$ cat config.mk
export PLATFORM = sky130hd
export DESIGN_NAME = trip_supervisor
export DESIGN_NICKNAME = d
export VERILOG_FILES = /design/src/rtl/trip_supervisor.sv
export SDC_FILE = /design/constraint.sdc
export NUM_CORES = 1
export LEC_CHECK = 0
export CAP_MARGIN = 10
export CORE_UTILIZATION = 50
export CTS_CLUSTER_DIAMETER = 120
export DETAILED_ROUTE_END_ITERATION = 6
export GPL_TIMING_DRIVEN = 0
export HOLD_SLACK_MARGIN = 0.08
export PLACE_DENSITY_LB_ADDON = 0.2
export SLEW_MARGIN = 20
export SYNTH_ARGS = -nofsm -noshare
export SYNTH_HDL_FRONTEND = slang
export SYNTH_SLANG_ARGS = --single-unit
$ cat constraint.sdc
create_clock -name clk -period 2.1 [get_ports clk]
set_input_delay 0.42 -clock clk [delete_from_list [all_inputs] [get_ports clk]]
set_output_delay 0.42 -clock clk [all_outputs]
set_load 0.01 [all_outputs]
$ cat src/rtl/trip_supervisor.sv
// Drive supervisor: a filtered thermal shutdown/cooldown FSM feeding a trip FSM.
// Actuator outputs are registered from next-state so they change together on one edge.
module trip_supervisor #(
  parameter int HOT_CYCLES  = 4,
  parameter int COOL_CYCLES = 16,
  parameter int CNT_W       = 8
) (
  input  logic             clk,
  input  logic             areset_n,
  input  logic             start_trip,
  input  logic             arrived,
  input  logic             gas_tank_empty,
  input  logic             cpu_overheated,
  output logic             keep_driving,
  output logic             shut_off_computer,
  output logic             trip_done,
  output logic [2:0]       drive_state,
  output logic [CNT_W-1:0] shutdown_count
);

  // thermal  | meaning
  // COOL     | computer on, counting consecutive overheat samples
  // SHUTDOWN | computer off, still overheated
  // COOLDOWN | computer off, counting consecutive cool samples
  // trip     | meaning
  // IDLE     | waiting for start_trip
  // DRIVE    | driving
  // REFUEL   | stopped for fuel
  // PAUSE    | stopped while computer is off
  // DONE     | destination reached, waiting for arrived to drop

  typedef enum logic [1:0] {TH_COOL, TH_SHUTDOWN, TH_COOLDOWN} therm_t;
  typedef enum logic [2:0] {
    TR_IDLE   = 3'd0,
    TR_DRIVE  = 3'd1,
    TR_REFUEL = 3'd2,
    TR_PAUSE  = 3'd3,
    TR_DONE   = 3'd4
  } trip_t;

  localparam int HW = $clog2(HOT_CYCLES + 1);
  localparam int CW = $clog2(COOL_CYCLES + 1);
  localparam logic [31:0] HOT_U  = HOT_CYCLES;
  localparam logic [31:0] COOL_U = COOL_CYCLES;

  therm_t          therm, therm_nxt;
  trip_t           trip, trip_nxt;
  logic [HW-1:0]   hot_cnt, hot_nxt;
  logic [CW-1:0]   cool_cnt, cool_nxt;
  logic            count_inc;
  logic            therm_ok;

  always_comb begin
    therm_nxt = therm;
    hot_nxt   = hot_cnt;
    cool_nxt  = cool_cnt;
    count_inc = 1'b0;
    case (therm)
      TH_COOL: begin
        if (cpu_overheated) begin
          if (32'(hot_cnt) + 32'd1 >= HOT_U) begin
            therm_nxt = TH_SHUTDOWN;
            hot_nxt   = '0;
            count_inc = 1'b1;
          end else begin
            hot_nxt = hot_cnt + HW'(1);
          end
        end else begin
          hot_nxt = '0;
        end
      end
      TH_SHUTDOWN: begin
        // The low sample that leaves SHUTDOWN is the first of the cool streak.
        if (!cpu_overheated) begin
          cool_nxt = '0;
          if (COOL_U == 32'd1) therm_nxt = TH_COOL;
          else                 therm_nxt = TH_COOLDOWN;
        end
      end
      TH_COOLDOWN: begin
        if (cpu_overheated) begin
          therm_nxt = TH_SHUTDOWN;
          cool_nxt  = '0;
        end else if (32'(cool_cnt) + 32'd2 >= COOL_U) begin
          therm_nxt = TH_COOL;
          cool_nxt  = '0;
        end else begin
          cool_nxt = cool_cnt + CW'(1);
        end
      end
      default: begin
        therm_nxt = TH_COOL;
        hot_nxt   = '0;
        cool_nxt  = '0;
      end
    endcase
  end

  assign therm_ok = (therm_nxt == TH_COOL);

  always_comb begin
    trip_nxt = trip;
    case (trip)
      TR_IDLE:
        if (start_trip && !arrived && !gas_tank_empty && therm_ok) trip_nxt = TR_DRIVE;
      TR_DRIVE:
        if (arrived)             trip_nxt = TR_DONE;
        else if (gas_tank_empty) trip_nxt = TR_REFUEL;
        else if (!therm_ok)      trip_nxt = TR_PAUSE;
      TR_REFUEL:
        if (arrived)              trip_nxt = TR_DONE;
        else if (!gas_tank_empty) trip_nxt = therm_ok ? TR_DRIVE : TR_PAUSE;
      TR_PAUSE:
        if (arrived)             trip_nxt = TR_DONE;
        else if (gas_tank_empty) trip_nxt = TR_REFUEL;
        else if (therm_ok)       trip_nxt = TR_DRIVE;
      TR_DONE:
        if (!arrived) trip_nxt = TR_IDLE;
      default:
        trip_nxt = TR_IDLE;
    endcase
  end

  always_ff @(posedge clk or negedge areset_n) begin
    if (!areset_n) begin
      therm             <= TH_COOL;
      trip              <= TR_IDLE;
      hot_cnt           <= '0;
      cool_cnt          <= '0;
      shutdown_count    <= '0;
      keep_driving      <= 1'b0;
      shut_off_computer <= 1'b0;
      trip_done         <= 1'b0;
      drive_state       <= 3'd0;
    end else begin
      therm             <= therm_nxt;
      trip              <= trip_nxt;
      hot_cnt           <= hot_nxt;
      cool_cnt          <= cool_nxt;
      if (count_inc && (shutdown_count != '1))
        shutdown_count <= shutdown_count + CNT_W'(1);
      keep_driving      <= (trip_nxt == TR_DRIVE);
      shut_off_computer <= (therm_nxt != TH_COOL);
      trip_done         <= (trip_nxt == TR_DONE);
      drive_state       <= trip_nxt;
    end
  end

endmodule
# Word-level counts from Yosys, hierarchy flattened
# Index checks and enable logic that the tools add are counted.
word_totals:
  ff_bits: 24
  n_memories: 0
  inputBits: 6
  mem_bits_ro: 0
  latch_bits: 0
  output_inout_bits: 14
  wordCells: 66
  ramBits: 0
classes:
  mul: 0
  n_lt_le_gt_ge: 2
  mux: 28
  add_sub_neg: 5
  shift: 0
  n_eq_ne: 10
  div_mod_pow: 0
  n_bitwise: 1
  n_reduce_logical: 12
ops:
  columns: ["op", "n"]
  rows:
  - ["3-bit 2-to-1 mux", 12]
  - ["5-bit 2-to-1 mux", 3]
  - ["3-bit one-hot mux with 5 select lines", 1]
  - ["5-bit one-hot mux with 3 select lines", 1]
  - ["2-bit 2-to-1 mux", 6]
  - ["8-bit by 1-bit adder with 8-bit output (second input constant)", 1]
  - ["8-bit inequality test (second input constant)", 1]
  - ["5-bit by 2-bit adder with 6-bit output (second input constant)", 1]
  - ["3-bit by 1-bit == test with 1-bit output (second input constant)", 2]
  - ["3-bit by 2-bit == test with 1-bit output (second input constant)", 2]
  - ["3-bit == test (second input constant)", 2]
  - ["6-bit by 5-bit >= comparator with 1-bit output (second input constant)", 1]
  - ["2-bit one-hot mux with 3 select lines", 1]
  - ["3-bit one-hot mux with 2 select lines", 1]
  - ["5-bit by 1-bit adder with 5-bit output (second input constant)", 1]
  - ["3-bit by 1-bit adder with 4-bit output (second input constant)", 1]
  - ["4-bit by 3-bit >= comparator with 1-bit output (second input constant)", 1]
  - ["1-bit logical AND", 4]
  - ["2-bit logical NOT", 2]
  - ["3-bit by 1-bit adder with 3-bit output (second input constant)", 1]
  - ["3-bit logical NOT", 1]
  - ["1-bit 2-to-1 mux", 3]
  - ["2-bit by 1-bit == test with 1-bit output (second input constant)", 1]
  - ["2-bit == test (second input constant)", 1]
  - ["6 further kinds", 7]

# Logic depth before layout (Yosys ltp)
# Gate-level depths: netlist of the first run.
depth:
  word_depth: 11
  depth_mapped: 8
  depth_no_buf: 6

# Worst setup path before layout of the first run
# No wires, ideal clock.
synth_path:
  kind: "register to register"
  start: "reg hot_cnt[0]"
  end: "reg shutdown_count[1]"
  required_ns: 1.975
  setup_ns: 0.125
  n_path_buf: 1
  stages_incl_launch_ff: 7
  slack_ns: 0.301
  synth_period_minus_slack_ns: 1.799
  t_arrival_ns: 1.674
  cell_sequence: "dfrtp_1 > ha_1 > and2_4 > a211o_1 > buf_6 > nor2_1 > mux2_2"
synth_between:
  elab_chain_len: 6
synth_rtl:
  columns: ["item", "line_no", "source"]
  rows:
  - ["start: declaration", "48", "logic [HW-1:0] hot_cnt, hot_nxt;"]
  - ["start signal: assignment", "138", "hot_cnt <= hot_nxt;"]
  - ["3-bit by 1-bit adder with 4-bit output", "61", "if (32'(hot_cnt) + 32'd1 >= HOT_U) begin"]
  - ["4-bit by 3-bit >= comparator with 1-bit output", "61", null]
  - ["1-bit 2-to-1 mux", "61", null]
  - ["1-bit 2-to-1 mux", "60", "if (cpu_overheated) begin"]
  - ["1-bit 2-to-1 mux", "58", "case (therm)"]
  - ["1-bit logical AND", "140", "if (count_inc && (shutdown_count != '1))"]
  - ["end signal: assignment", "141", "shutdown_count <= shutdown_count + CNT_W'(1);"]
  - ["end: declaration", "18", "output logic [CNT_W-1:0] shutdown_count"]
# No other way between the ends.
# A chain may end at the register's enable or synchronous reset.

# Worst setup path in the final report of the first run
layout_path:
  start: "reg therm[0]"
  end: "reg shutdown_count[1]"
layout_between:
  elab_chain_len: 3
layout_rtl:
  columns: ["item", "line_no", "source"]
  rows:
  - ["start: declaration", "46", "therm_t therm, therm_nxt;"]
  - ["start signal: assignment", "136", "therm <= therm_nxt;"]
  - ["2-bit logical NOT", "58", null]
  - ["1-bit 2-to-1 mux", "58", null]
  - ["1-bit logical AND", "140", null]
# No other way between the ends.

==> impl_results.md, run 1 <==
* Final hold vios at 0
* Pwr/cell area at 965 mW/mm^2
* RSZ-0062 raised after global routing: false
* Filler cells at 186
* Leakage Power at 0.710 nW
* Critical Path Sink: shutdown_count[1]$_DFFE_PN0P_
* Dpl cells at 156
* Number of diodes at 0
* Most frequent cell after synthesis: dfrtp_1
* Hold_buf cts at 0
* Most used flip-flop cell after synthesis: dfrtp_1
* WP buf/inv at 3
* Die H at 51.6 microns
* CP Launch Type: register
* Post-Syn Area at 0.00123 sq mm
* Post-synth top area cell: dfrtp_1
* Initial antenna violation count at 0
* Fmax at 519 MHz
* Proportion of layout cells with a drive suffix above 1 at 13.6%
* Post-CTS Setup Inserts at 0
* Multi-input gate area at 593 sq um
* Ys Warns at 0
* Peak supply drop at 625 uV
* Max incr delay on CP at 0.45 ns
* Status: complete, no violations
* Top post-synthesis cells by area: dfrtp_1 (49%), ha_1 (7.1%), xor2_1 (5.0%), nor4b_2 (2.4%), nand2_1 (2.1%)
* Final min period at 1.93 ns
* Worst reg-to-reg path cell count at 8
* Setup Slack @ Placement at -0.0556 ns
* Yosys reg bits at 24
* Die W at 51.6 microns
* Rel. slew slack at 64.2%
* Asr flop ratio synth at 100%
* HPWL after detailed placement at 1.57 mm
* I/O Pins at 20
* Antenna Nets Post-Route at 0
* CP Class: register to register
* Endpoints failing setup at 0
* CTS clk-pin slew, worst paths at 0.13 ns
* R2R setup slack at 0.17 ns
* DRT iter0 DRCs at 18
* Cell variety after synth at 41
* Gr usage total at 18.5%
* Final period util at 91.8%
* Top cell type's share of synthesized area at 48.7%
* Post-synth top cells: dfrtp_1 (24), ha_1 (7), nand2_1 (7), xor2_1 (7), nand3_1 (5)
* Initial core utilization at 54.2%
* Skew final at 0.00440 ns
* Hold crit path type: input port to asynchronous set/reset pin
* RePlAce Congestion at 0.736
* Crit path capture type: register
* Synth Net Count at 122
* Final #Nets at 146
* Post-Syn Instances at 109
* Critical Path Start: therm[0]$_DFF_PN0_
* Router iterations before antenna repair at 4
* Worst EP required at 2.32 ns
* EDFF count, synth at 0
* Crit path DAT at 2.15 ns
* Residual DRC at 0
* Routed wire length at 2.15 mm
* Reg2reg start: therm[0]$_DFF_PN0_
* Cell row count at 17
* Final setup margin at 0.172 ns
* Worst slew pin tran at 0.538 ns
* Fin Hold WS at 0.0602 ns
* Die area at 0.00267 sq mm
* CP max stage cell: dfrtp_1
* Critical path depth at 8
* Post-CTS sizing at 0
* Maximum root-to-sink buffer count at 2
* Vias in the first global route at 876
* Fin cells at 160
* Worst-path cell chain: inv_1 > ha_1 > buf_4 > nand2_1 > a211o_1 > buf_6 > nor2_1 > mux2_2
* Final slew viol count at 0
* Via Count at 904
* Post-synthesis sequential area ratio at 48.7%
* Via-per-instance ratio at 5.65
* TritonCTS clock tree: built
* Port Buffer Count at 19
* Avg Inst Size Synth at 11.3 sq um
* Num Clock Sinks at 24
* TritonCTS Buffers at 3
* Max Cap Viol at 0
* Sequential cell area at 601 sq um
* DR WL/cell at 13.4 microns
* Clk_lat worst skew at 0.32 ns
* Clock root cell: clkbuf_4
* Overflow after GRT at 0
* Core ar. at 0.00228 sq mm
* Reg-to-reg endpoint: shutdown_count[1]$_DFFE_PN0P_
* P&R area growth vs syn at 22.1%
* Largest fanout on the critical path at 9
* Crit-path leading delay family: flip-flops
* First-pass GRT wire length at 3.63 mm
* Largest net degree at the start of global routing at 25
* CTS H-tree depth at 1
stage by stage:
stage | util (%) | cell area (sq um) | TNS [ns] | power (mW)
2_1_floorplan | - | 1230 | 0 | 0.932
3_3_place_gp | 64.0 | 1460 | -0.0543 | 1.10
3_5_place_dp | 64.0 | 1460 | -0.0556 | 1.13
4_1_cts | 66.4 | 1510 | 0 | 1.47
5_1_grt | 66.1 | 1510 | 0 | 1.56
6_report | 66.1 | 1510 | 0 | 1.45
layout make-up:
cell class                 instances  share of cell area, %
buffer                             3                   1.58
clock inverter                     1                   2.00
inverter                           4                  0.998
sequential                        24                   39.9
timing repair buffer              19                   12.3
clock buffer                       3                   1.50
tap                               28                   2.33
multi-input combinational         78                   39.4
worst reg2reg max path, cell delays in order, from the launching register on:
cell and delay (ns):
dfrtp_1 0.45, inv_1 0.10, ha_1 0.14, buf_4 0.14, nand2_1 0.08, a211o_1 0.25
buf_6 0.15, nor2_1 0.18, mux2_2 0.35
registers in the layout (all words and copies together), names as in the netlist:
name,flops
therm,2
shut_off_computer,1
cool_cnt,5
trip_done,1
hot_cnt,3
shutdown_count,8
trip,3
keep_driving,1
where the power goes:
group | leakage [nW] | internal [mW] | switching [mW]
Clock | 0.0279 | 0.193 | 0.140
Sequential | 0.328 | 0.544 | 0.0698
Combinational | 0.354 | 0.248 | 0.258
cell families after synthesis:
logic type / Yosys count / synth area share [%]
adders and majority gates: 7 / 7.11
buffers and inverters: 7 / 3.15
muxes: 1 / 0.914
and+or+nand+nor: 40 / 20.7
AOI/OAI and AO/OA: 22 / 13.7
DFF: 24 / 48.7
xor gates and xnor gates: 8 / 5.69
worst min-delay path by stage:
stage                                  start  slack (ns)                            end  cells after the start
6_report                            areset_n        0.06         hot_cnt[1]$_DFFE_PN0N_                      1
5_1_grt                             areset_n        0.08         hot_cnt[2]$_DFFE_PN0N_                      1
4_1_cts        shutdown_count[6]$_DFFE_PN0P_        0.51  shutdown_count[6]$_DFFE_PN0P_                      1
3_5_place_dp   shutdown_count[7]$_DFFE_PN0P_        0.48  shutdown_count[7]$_DFFE_PN0P_                      1
3_3_place_gp   shutdown_count[6]$_DFFE_PN0P_        0.47  shutdown_count[6]$_DFFE_PN0P_                      1
2_1_floorplan                       areset_n        0.12        cool_cnt[0]$_DFFE_PN0P_                      0
per-layer routing:
layer / GRT usage, % / part of all wire (%) / vias up
li1: - / - / 446
met1: 20.6 / 45 / 429
met2: 33.8 / 49 / 27
met3: 5.85 / 5.1 / 2
met4: 4.95 / 0.61 / 0
met5: 0 / 0 / -
cells in the final DEF, fill, tap and decap left out, types with 2 or more instances in the layout:
master | netlist | final
buf_2 | 1 | 2
or2_2 | 2 | 2
nand2_1 | 7 | 7
xor2_1 | 7 | 7
ha_1 | 7 | 7
nor3_1 | 4 | 4
o21ai_0 | 4 | 4
o31ai_1 | 2 | 2
clkbuf_4 | 0 | 3
and2_1 | 4 | 4
a21o_1 | 3 | 3
inv_1 | 4 | 4
nor4_2 | 2 | 2
and4_1 | 2 | 2
clkdlybuf4s50_1 | 0 | 18
nand3_1 | 5 | 5
a21oi_1 | 2 | 2
dfrtp_1 | 24 | 24
nor4b_2 | 2 | 2
nor2_1 | 4 | 4
Note: power is estimated with default switching activity, not from simulation.
==> run 2: changes to the inputs <==
--- a/config.mk
+++ b/config.mk
@@ -6,7 +6,7 @@
 export NUM_CORES = 1
 export LEC_CHECK = 0
 export CAP_MARGIN = 10
-export CORE_UTILIZATION = 50
+export CORE_UTILIZATION = 25
 export CTS_CLUSTER_DIAMETER = 120
 export DETAILED_ROUTE_END_ITERATION = 6
 export GPL_TIMING_DRIVEN = 0
==> run 2 against run 1 <==
  * Die area grew 95%
  * Sequential share of layout area shrank 1.7 points
  * Largest power group unchanged
  * Global-route usage shrank 8.9 points
  * Count of clock-buffer cells in the layout is the same
  * Critical path depth is the same
  * Critical path type unchanged
==> impl_results.md, run 2 (synthesis gave the netlist of run 1 again) <==
* TritonCTS clock tree: built
* Initial core utilization at 26.1% (-28 points)
* Largest Register: shutdown_count
* Hold crit path type: input port to asynchronous set/reset pin
* Reg-to-reg endpoint: shutdown_count[1]$_DFFE_PN0P_
* Worst-path cell chain: inv_1 > ha_1 > buf_4 > nand2_1 > a211o_1 > buf_6 > nor2_1 > mux2_2
* Endpoints failing setup at 0 (unchanged)
* R2R setup slack at 0.17 ns (about the same)
* Die H at 72.2 microns (+40%)
* Number of diodes at 0 (unchanged)
* Crit path DAT at 2.09 ns (-0.06 ns)
* Post-CTS sizing at 0 (unchanged)
* Fmax at 517 MHz (-0.34%)
* Via Count at 877 (-3.0%)
* RSZ-0062 raised after global routing: false
* Largest regs: shutdown_count (8), cool_cnt (5)
* P&R area growth vs syn at 27.6%
* I/O Pins at 20 (unchanged)
* Die area at 0.00521 sq mm (+95%)
* Critical Path Start: therm[0]$_DFF_PN0_
* Largest net degree at the start of global routing at 25 (unchanged)
* Clk_lat worst skew at 0.26 ns (-0.06 ns)
* CTS H-tree depth at 1 (unchanged)
* Worst EP required at 2.26 ns (-0.06 ns)
* Die W at 72.2 microns (+40%)
* Vias in the first global route at 831 (-5.1%)
* DR WL/cell at 11.4 microns (-15%)
* Post-CTS Setup Inserts at 0 (unchanged)
* Proportion of layout cells with a drive suffix above 1 at 13.6% (unchanged)
* First-pass GRT wire length at 3.84 mm (+5.7%)
* Peak supply drop at 428 uV (-31%)
* Rel. slew slack at 65.0% (+0.88 points)
* Final Power at 1.50 mW (+3.5%)
* Port Buffer Count at 19 (unchanged)
* Crit path capture type: register
* Routed wire length at 2.27 mm (+5.6%)
* Largest register FFs at 8 (unchanged)
* Cell row count at 25 (+8)
* Max incr delay on CP at 0.43 ns (-0.02 ns)
* Core ar. at 0.00472 sq mm (+110%)
* Filler cells at 478 (+160%)
* Router iterations before antenna repair at 6 (+2)
* Most frequent cells in the layout: dfrtp_1 (24), clkdlybuf4s50_1 (18), nand2_1 (7), xor2_1 (7), ha_1 (7)
* DRT iter0 DRCs at 38 (+20)
* Via-per-instance ratio at 4.41 (-22%)
* Num Clock Sinks at 24 (unchanged)
* Final setup margin at 0.165 ns (-0.00663 ns)
* CP max stage cell: dfrtp_1
* Skew final at 0.00385 ns (-0.000547 ns)
* TritonCTS Buffers at 3 (unchanged)
* Final #Nets at 146 (unchanged)
* Overflow after GRT at 0 (unchanged)
* CP Launch Type: register
* Status: complete, no violations
* CTS clk-pin slew, worst paths at 0.08 ns (-0.05 ns)
* Hold_buf cts at 0 (unchanged)
* Gr usage total at 9.62% (-8.9 points)
* Final min period at 1.93 ns (+0.00663 ns)
* Largest fanout on the critical path at 9 (unchanged)
* Leakage Power at 0.718 nW (+1.1%)
* Setup Slack @ Placement at -0.0883 ns (-0.0327 ns)
* Clock root cell: clkbuf_8
* Worst reg-to-reg path cell count at 8 (unchanged)
* Residual DRC at 0 (unchanged)
* Worst slew pin tran at 0.524 ns (-0.0132 ns)
* Most common cell after layout, fill and taps aside: dfrtp_1
* Max Cap Viol at 0 (unchanged)
* HPWL after detailed placement at 1.71 mm (+8.8%)
* CP Class: register to register
* Final slew viol count at 0 (unchanged)
* Final hold vios at 0 (unchanged)
* Critical Path Sink: shutdown_count[1]$_DFFE_PN0P_
* Reg2reg start: therm[0]$_DFF_PN0_
* RePlAce Congestion at 0.721 (-2.0%)
* Initial antenna violation count at 0 (unchanged)
* Pwr/cell area at 956 mW/mm^2 (-0.96%)
* Antenna Nets Post-Route at 0 (unchanged)
* Final period util at 92.1% (+0.32 points)
* Maximum root-to-sink buffer count at 2 (unchanged)
[run 2: cell counts in the layout (fill, tap and decap cells not counted)]
Identical to the previous run, type by type.
[run 2: final cells by class]
type	instances	area, sq um	share of cell area, %
Timing Repair Buffer	19	185	11.8
Buffer	3	23.8	1.51
Clock buffer	3	41.3	2.63
Clock inverter	1	30.0	1.91
Sequential cell	24	601	38.2
Multi-Input combinational cell	78	593	37.7
Inverter	4	15.0	0.955
Tap cell	67	83.8	5.33
[run 2: worst min-delay path by stage]
stage / cells past startpoint / startpoint / to / slack, ns
after floorplan: 0 / areset_n / cool_cnt[0]$_DFFE_PN0P_ / 0.12
after global placement: 1 / shutdown_count[7]$_DFFE_PN0P_ / shutdown_count[7]$_DFFE_PN0P_ / 0.47
after detailed placement: 1 / areset_n / shutdown_count[0]$_DFFE_PN0P_ / 0.45
after CTS: 1 / areset_n / shutdown_count[0]$_DFFE_PN0P_ / 0.15
after global routing: 1 / areset_n / shutdown_count[0]$_DFFE_PN0P_ / 0.17
final: 1 / areset_n / shutdown_count[6]$_DFFE_PN0P_ / 0.12
[run 2: report_power, final]
part	total (mW)	internal, mW	switching, mW
Sequential	0.612	0.544	0.0679
Combinational	0.496	0.247	0.249
Clock	0.395	0.255	0.141
[run 2: worst max-delay path, delay by kind of cell, from the launching register on]
kind	cells	cell delay [ns]
AND/OR/NAND/NOR	2	0.26
AO/OA/AOI/OAI	1	0.25
buffers and inverters	3	0.39
adder cells (fa/ha/maj)	1	0.14
multiplexers	1	0.35
flip-flops	1	0.43
[run 2: stage by stage]
| stage | std cells | utilization (%) | area (sq um) | hold slack, ns | TNS, ns |
|---|---|---|---|---|---|
| finish | 199 | 33.3 | 1570 | 0.122 | 0 |
| global route | 199 | 33.3 | 1570 | 0.165 | 0 |
| CTS | 199 | 33.3 | 1570 | 0.152 | 0 |
| detailed placement | 195 | 31.8 | 1500 | 0.449 | -0.0959 |
| global placement | 195 | 31.9 | 1510 | 0.475 | -0.119 |
| floorplan | 109 | - | 1230 | 0.124 | 0 |
[run 2: layer usage]
| metal | global-route usage [%] | vias to the layer above | part of all wire (%) | routed length [microns] |
|---|---|---|---|---|
| li1 | - | 445 | - | - |
| met1 | 13.6 | 413 | 50 | 1120 |
| met2 | 14.3 | 15 | 46 | 1040 |
| met3 | 1.94 | 4 | 2.7 | 62 |
| met4 | 3.92 | 0 | 1.9 | 42 |
| met5 | 0 | - | 0 | 0 |
